## src/rtl/distance_filter.sv

```systemverilog
// distance_filter: periodic capture of an upstream inch count into a 4-entry
// window, 4-sample moving average, and a proximity flag with hysteresis.
//
// Ports
//   clk           system clock, all logic on the rising edge
//   reset         asynchronous, active-low reset
//   distance      unsigned inch count, sampled only on capture edges
//   avg_distance  window sum >> 2, updated one edge after a capture
//   avg_valid     one-cycle strobe, avg_distance updated this cycle
//   filled        high once 4 captures have landed since reset
//   near          set at avg <= ALARM_ON, cleared at avg >= ALARM_OFF
module distance_filter #(
  parameter int SAMPLE_CYCLES = 500_000,
  parameter int ALARM_ON      = 12,
  parameter int ALARM_OFF     = 16
) (
  input  logic       clk,
  input  logic       reset,
  input  logic [7:0] distance,
  output logic [7:0] avg_distance,
  output logic       avg_valid,
  output logic       filled,
  output logic       near
);

  localparam int            TW     = (SAMPLE_CYCLES > 1) ? $clog2(SAMPLE_CYCLES) : 1;
  localparam logic [TW-1:0] T_LAST = TW'(SAMPLE_CYCLES - 1);
  localparam logic [7:0]    ON8    = 8'(ALARM_ON);
  localparam logic [7:0]    OFF8   = 8'(ALARM_OFF);

  if (ALARM_ON >= ALARM_OFF || SAMPLE_CYCLES < 2) begin : g_param_err
    $error("distance_filter: need ALARM_ON < ALARM_OFF and SAMPLE_CYCLES >= 2");
  end

  typedef enum logic {FILLING, RUN} state_t;

  state_t          state_q, state_d;
  logic [TW-1:0]   timer;
  logic [3:0][7:0] win_q;    // [0] newest, [3] oldest
  logic [2:0]      count;
  logic            capture;
  logic            cap_q;    // capture delayed one edge: the average update slot
  logic [9:0]      sum;
  logic [7:0]      avg_new;

  // Wrap edge of the timer is the capture edge; first one lands on the
  // SAMPLE_CYCLES-th edge after reset release because the timer starts at 0.
  assign capture = (timer == T_LAST);

  // 10 bits holds 4 * 255 without overflow.
  assign sum     = {2'b00, win_q[0]} + {2'b00, win_q[1]}
                 + {2'b00, win_q[2]} + {2'b00, win_q[3]};
  assign avg_new = sum[9:2];

  assign filled  = (state_q == RUN);

  always_comb begin
    state_d = state_q;
    case (state_q)
      FILLING: if (capture && count == 3'd3) state_d = RUN;
      RUN:     state_d = RUN;   // only reset leaves RUN
      default: state_d = FILLING;
    endcase
  end

  always_ff @(posedge clk or negedge reset) begin
    if (!reset) begin
      state_q <= FILLING;
      timer   <= '0;
      win_q   <= '0;
      count   <= '0;
      cap_q   <= 1'b0;
    end else begin
      state_q <= state_d;
      cap_q   <= capture;
      timer   <= capture ? '0 : timer + 1'b1;
      if (capture) begin
        win_q <= {win_q[2:0], distance};
        if (count != 3'd4) count <= count + 3'd1;
      end
    end
  end

  // The window already holds the new sample on the edge after capture, so the
  // average, strobe and hysteresis flag all move together here. state_q is RUN
  // at this point exactly when the capture just taken was the 4th or later.
  always_ff @(posedge clk or negedge reset) begin
    if (!reset) begin
      avg_distance <= '0;
      avg_valid    <= 1'b0;
      near         <= 1'b0;
    end else begin
      avg_valid <= 1'b0;
      if (cap_q && state_q == RUN) begin
        avg_distance <= avg_new;
        avg_valid    <= 1'b1;
        if (avg_new <= ON8)       near <= 1'b1;
        else if (avg_new >= OFF8) near <= 1'b0;
      end
    end
  end

endmodule

```

## config.mk

```make
export PLATFORM = sky130hd
export DESIGN_NAME = distance_filter
export DESIGN_NICKNAME = d
export VERILOG_FILES = /design/src/rtl/distance_filter.sv
export SDC_FILE = /design/constraint.sdc
export NUM_CORES = 1
export LEC_CHECK = 0
export ABC_AREA = 1
export CELL_PAD_IN_SITES_DETAIL_PLACEMENT = 0
export CELL_PAD_IN_SITES_GLOBAL_PLACEMENT = 1
export CORE_MARGIN = 1
export CORE_UTILIZATION = 25
export CTS_CLUSTER_SIZE = 40
export DETAILED_ROUTE_END_ITERATION = 12
export PLACE_DENSITY = 0.53
export SLEW_MARGIN = 0
export SYNTH_ARGS = -nofsm -noshare
export SYNTH_HDL_FRONTEND = slang
export SYNTH_SLANG_ARGS = --single-unit
```

## constraint.sdc

```tcl
create_clock -name clk -period 2.95 [get_ports clk]
set_input_delay 0.295 -clock clk [delete_from_list [all_inputs] [get_ports clk]]
set_output_delay 0.295 -clock clk [all_outputs]
set_load 0.1 [all_outputs]
```

# Yosys cells after proc, flatten, opt, wreduce, memory -nomap -nowiden
# Cells that the tools add are included.
[word_totals]
regBits = 66
input_bits = 10
output_inout_bits = 11
elab_cells = 33
[classes]
n_addsub = 5
n_lt_le_gt_ge = 2
eq_ne = 3
n_mux = 6
bitwise = 1
n_reduce_logical = 5
[op_table]
columns = ["operator", "n"]
rows = [
  ["$add A19 B1 Y19 const B", 1],
  ["$eq A19 B19 Y1 const B", 1],
  ["$mux W19", 1],
  ["$add A10 B8 Y10", 1],
  ["$add A9 B8 Y10", 1],
  ["$add A8 B8 Y9", 1],
  ["$ge A8 B5 Y1 const B", 1],
  ["$le A8 B4 Y1 const B", 1],
  ["$mux W1", 4],
  ["$reduce_and A2 Y1", 2],
  ["$add A3 B1 Y3 const B", 1],
  ["$eq A3 B2 Y1 const B", 1],
  ["$ne A3 B3 Y1 const B", 1],
  ["$logic_and A1 B1 Y1", 2],
  ["$pmux W1 S2", 1],
  ["$reduce_bool A2 Y1", 1],
  ["$not A1 Y1", 1],
]

# Longest topological paths before layout
# Gate-level depths: netlist (run 1).
[depth]
ltp_word = 6
mapped_depth = 17
mapped_depth_nobuf = 17

# Least setup slack after synthesis (run 1)
# Ideal clock, no wire load.
[synth_path]
kind = "register to register"
from = "reg win_q[1] (netlist bit)"
to = "reg near"
setup_ns = 0.078
t_arrival_ns = 2.737
t_required_ns = 2.872
slack_ns = 0.136
path_stages_with_launch = 18
n_path_buf = 0
synth_period_minus_slack_ns = 2.814
path_cell_list = "dfrtp_1 inv_1 fa_1 inv_1 fa_1 nand2_1 nor2_1 inv_1 fa_1 inv_1 nand3_1 nand3_1 nand2_1 nor2_1 nor2_1 nand2_1 nand2_1 a21oi_1"
[synth_between]
elab_chain_len = 6
word_cells_on_any_way = 8
classes_between = "add/sub: 3; order compare: 2; mux: 1; reduce/logical: 2"
[synth_lines]
columns = ["item", "line_no", "rtl"]
rows = [
  ["from (decl)", "39", "logic [3:0][7:0] win_q;"],
  ["from (signal assigned)", "78", "win_q <= {win_q[2:0], distance};"],
  ["$add A8 B8 Y9 (*)", "51", "assign sum = {2'b00, win_q[0]} + {2'b00, win_q[1]}"],
  ["$add A9 B8 Y10 (*)", "52", "+ {2'b00, win_q[2]} + {2'b00, win_q[3]};"],
  ["$add A10 B8 Y10 (*)", "52", ""],
  ["$le A8 B4 Y1 / $ge A8 B5 Y1 (equally long branches)", "97, 98", ""],
  ["$reduce_bool A2 Y1 (no line)", "--", ""],
  ["$reduce_and A2 Y1 (no line)", "--", ""],
  ["to (signal assigned)", "91", "near <= 1'b0;"],
  ["to (signal assigned)", "97", "if (avg_new <= ON8) near <= 1'b1;"],
  ["to (signal assigned)", "98", "else if (avg_new >= OFF8) near <= 1'b0;"],
  ["to (decl)", "23", "output logic near"],
]
# Every way passes the cells marked *; elsewhere a longest branch is shown, timed or not.
# A chain may end at the register's enable or synchronous reset.

# Worst setup path after layout (run 1)
[layout_path]
from = "reg win_q[9] (netlist bit)"
to = "reg near"
# The elaborated chain is that of the path after synthesis.

==> results of run 1 <==
==> worst paths after layout <==
check                      slack, ns  depth (start not counted)        end  startpoint
min in group clk                0.48                          2  win_q[18]   win_q[18]
hold / removal               -0.0007                          1   win_q[2]       reset
setup reg to reg                0.12                         16       near    win_q[9]
setup / recovery                0.12                         16       near    win_q[9]
hold reg to reg                 0.48                          2  win_q[18]   win_q[18]
max in group asynchronous       2.18                          2  win_q[30]       reset
==> cell usage after synthesis <==
| master | instances |
|---|---|
| or2_0 | 1 |
| nor2_2 | 4 |
| nand3_2 | 1 |
| nor2_4 | 1 |
| fa_1 | 16 |
| nor2_1 | 34 |
| clkbuf_2 | 1 |
| ha_1 | 11 |
| inv_1 | 77 |
| o211ai_1 | 1 |
| inv_2 | 2 |
| nor4_1 | 1 |
| nand2_1 | 100 |
| xnor2_1 | 2 |
| nand3_1 | 20 |
| o21ai_0 | 12 |
| nand2_4 | 1 |
| xor2_1 | 14 |
| buf_6 | 5 |
| a31oi_1 | 2 |
| nand4_1 | 8 |
| dfrtp_1 | 66 |
| buf_4 | 1 |
| nand3b_1 | 2 |
| o21ai_2 | 14 |
| nor3_2 | 2 |
| clkbuf_1 | 2 |
| a21o_1 | 2 |
| nor3_1 | 5 |
| nand2_2 | 2 |
| o21ai_1 | 10 |
| a21oi_1 | 6 |
==> logic make-up (layout without fill, tap and decap cells) <==
| group | count (synthesis) | in the layout | share of synthesized area |
|---|---|---|---|
| buf+inv | 88 | 122 | 0.1003 |
| flops | 66 | 66 | 0.4444 |
| xor+xnor | 16 | 16 | 0.03771 |
| compound gates | 47 | 47 | 0.08014 |
| fa+ha+maj | 27 | 27 | 0.1232 |
| simple gates | 182 | 182 | 0.2141 |
==> registers in the layout (all words and copies together) (netlist names) <==
signal	flops
cap_q	1
near	1
count	3
win_q	32
filled	1
avg_distance	8
avg_valid	1
timer	19
==> layout make-up <==
| type | count | share of cell area |
|---|---|---|
| inverter | 79 | 0.06659 |
| clock inverter | 2 | 0.007867 |
| timing repair buffer | 28 | 0.05198 |
| tap | 184 | 0.05170 |
| clock buffer | 13 | 0.06069 |
| sequential | 66 | 0.3709 |
| multi-input combinational | 272 | 0.3903 |
==> metrics by stage <==
stage               hold WS [ns]  area, um2  total power [mW]
floorplan             -0.0005911       3716            0.9221
global placement          0.3884       4083            0.9550
detailed placement        0.3950       4083            0.9557
CTS                      0.02424       4388             2.075
global route             0.06016       4453             2.116
finish                -0.0007496       4453             2.030
==> layer usage <==
layer	vias up	routed length, um	global-route usage
met5	-	0	0
met4	0	140	0.04241
met3	10	278	0.04167
met2	27	3665	0.1931
met1	1262	3461	0.1327
li1	1376	-	-
==> timing repair <==
item                       CTS  global route
resized for setup            0            17
setup buffers                0             2
setup endpoints to repair    0             4
==> power by group <==
group | internal (mW) | total (mW) | switching (mW)
Clock | 0.717 | 1.09 | 0.376
Sequential | 0.906 | 0.906 | 0
Combinational | 0.0113 | 0.0310 | 0.0197
==> results.md, run 1 <==
* Status: complete, but fails checks
* Failing checks: hold timing
* Fill cells at 1567
* Overflow after GRT at 0
* Post-Syn Area at 0.003716 mm2
* Die Y at 123.9 um
* Worst-Margin Slew at 0.6991 ns
* Die W at 123.9 um
* Cells after Synth at 426
* Worst slew margin at 0.5340
* CTS Root Cell: clkbuf_16
* Gpl congestion at 0.7905
* Pleak at 2.101 nW
* Min-Delay Path Class: in -> async
* Crit-path max FO at 2
* Final Util at 0.3064
* Largest area contributor in the netlist: dfrtp_1
* Most frequent cells in the layout: 100 x nand2_1, 72 x inv_1, 66 x dfrtp_1
* Die area at 0.01536 mm2
* Maxcap violations at 0
* DP HPWL at 5.579 mm
* WS Path Type: reg -> reg
* Max incr delay on CP at 0.54 ns
* Row cnt at 44
* PwrDens at 455.9 mW/mm2
* DP Worst Slack at 0.03712 ns
* Ranking of synthesized cells by area: dfrtp_1 44%, nand2_1 10%, fa_1 8.6%
* Crit path DAT at 3.05 ns
* Mapped Nets at 463
* CTS clock-pin slew for the worst setup and hold paths at 0.05 ns
* WL per Instance at 11.72 um
* Largest net degree at the start of global routing at 48
* Final setup fails at 0
* DRT antenna net count at 0
* Post-Layout Cell Count at 644
* Sequence of cells on the critical path: inv_2, fa_1, inv_2, fa_1, nand2_1, nor2_2, inv_2, fa_2, buf_6, xor2_2, nand2_1, nand3_1, nand2_1, nand2_1, nand2_1, a21oi_2
* Avg Cell Area, Syn at 8.723 um2
* Period minus WS final at 2.831 ns
* Worst Skew at 0.005247 ns
* Min Hold Slack at -0.0007496 ns
* Layout net count at 493
* H-tree levels at 3
* Dpl cells at 627
* # IOs at 21
* VDD IR max at 0.0002558 V
* Netlist cell types at 32
* CP required at 3.16 ns
* Commonest non-fill, non-tap cell in the layout: nand2_1
* FF/Latch Area at 0.001652 mm2
* Starting Density at 0.2557
* Antenna violations before repair at 0
* Vias in the first global route at 2863
* Multi-input gate area at 0.001738 mm2
* CP max stage cell: fa_1
* Worst-Skew Late Latency at 0.34 ns
* Syn-to-layout area delta at 19.83%
* Via count at 2675
* Post-route setup slack at 0.1194 ns
* CTS Hold Bufs at 0
* TritonCTS Buffers at 9
* Routed WL at 7.546 mm
* Top delay family on crit path: adder cells
* Area fraction of the dominant cell type after synthesis at 0.4444
* Final worst-path cycle share at 0.9595
* Iter 0 DRT Violations at 85
* YS warnings at 0
* Diode count at 0
* Buffers & Inverters on Critical Path at 4
* Clock tree buffer depth at 2
* Share of layout cells above drive strength 1 at 0.1652
* First-pass GRT wire length at 13.23 mm
* Core Box Area at 0.01453 mm2
* CP dominant cell by count: nand2_1
* Crit end category: register
* Fin. Hold Viols at 1
* Final slew viol count at 0
* All-Layer GR Usage at 0.1146
* # DRC at 0
* Buffers on Ports at 20
* Final setup TNS at 0 ns
* Register area share after synthesis at 0.4444
* Highest Clock Rate at 353.3 MHz
* CTS sink count at 66
* Critical Path Source Type: register
* RSZ-0062 raised after global routing: yes
* Synthesized flop and latch total at 66
* Drt first pass iters at 4
* CTS tree: done
* Via-to-Cell Ratio at 4.154
Note: power is estimated with default switching activity, not from simulation.
==> run 2, diff against run 1 <==
- CORE_MARGIN: 1 -> default
- TNS_END_PERCENT: default -> 20
==> results of run 2 <==
Final layout, timing and power as in run 1 (identical DEF).
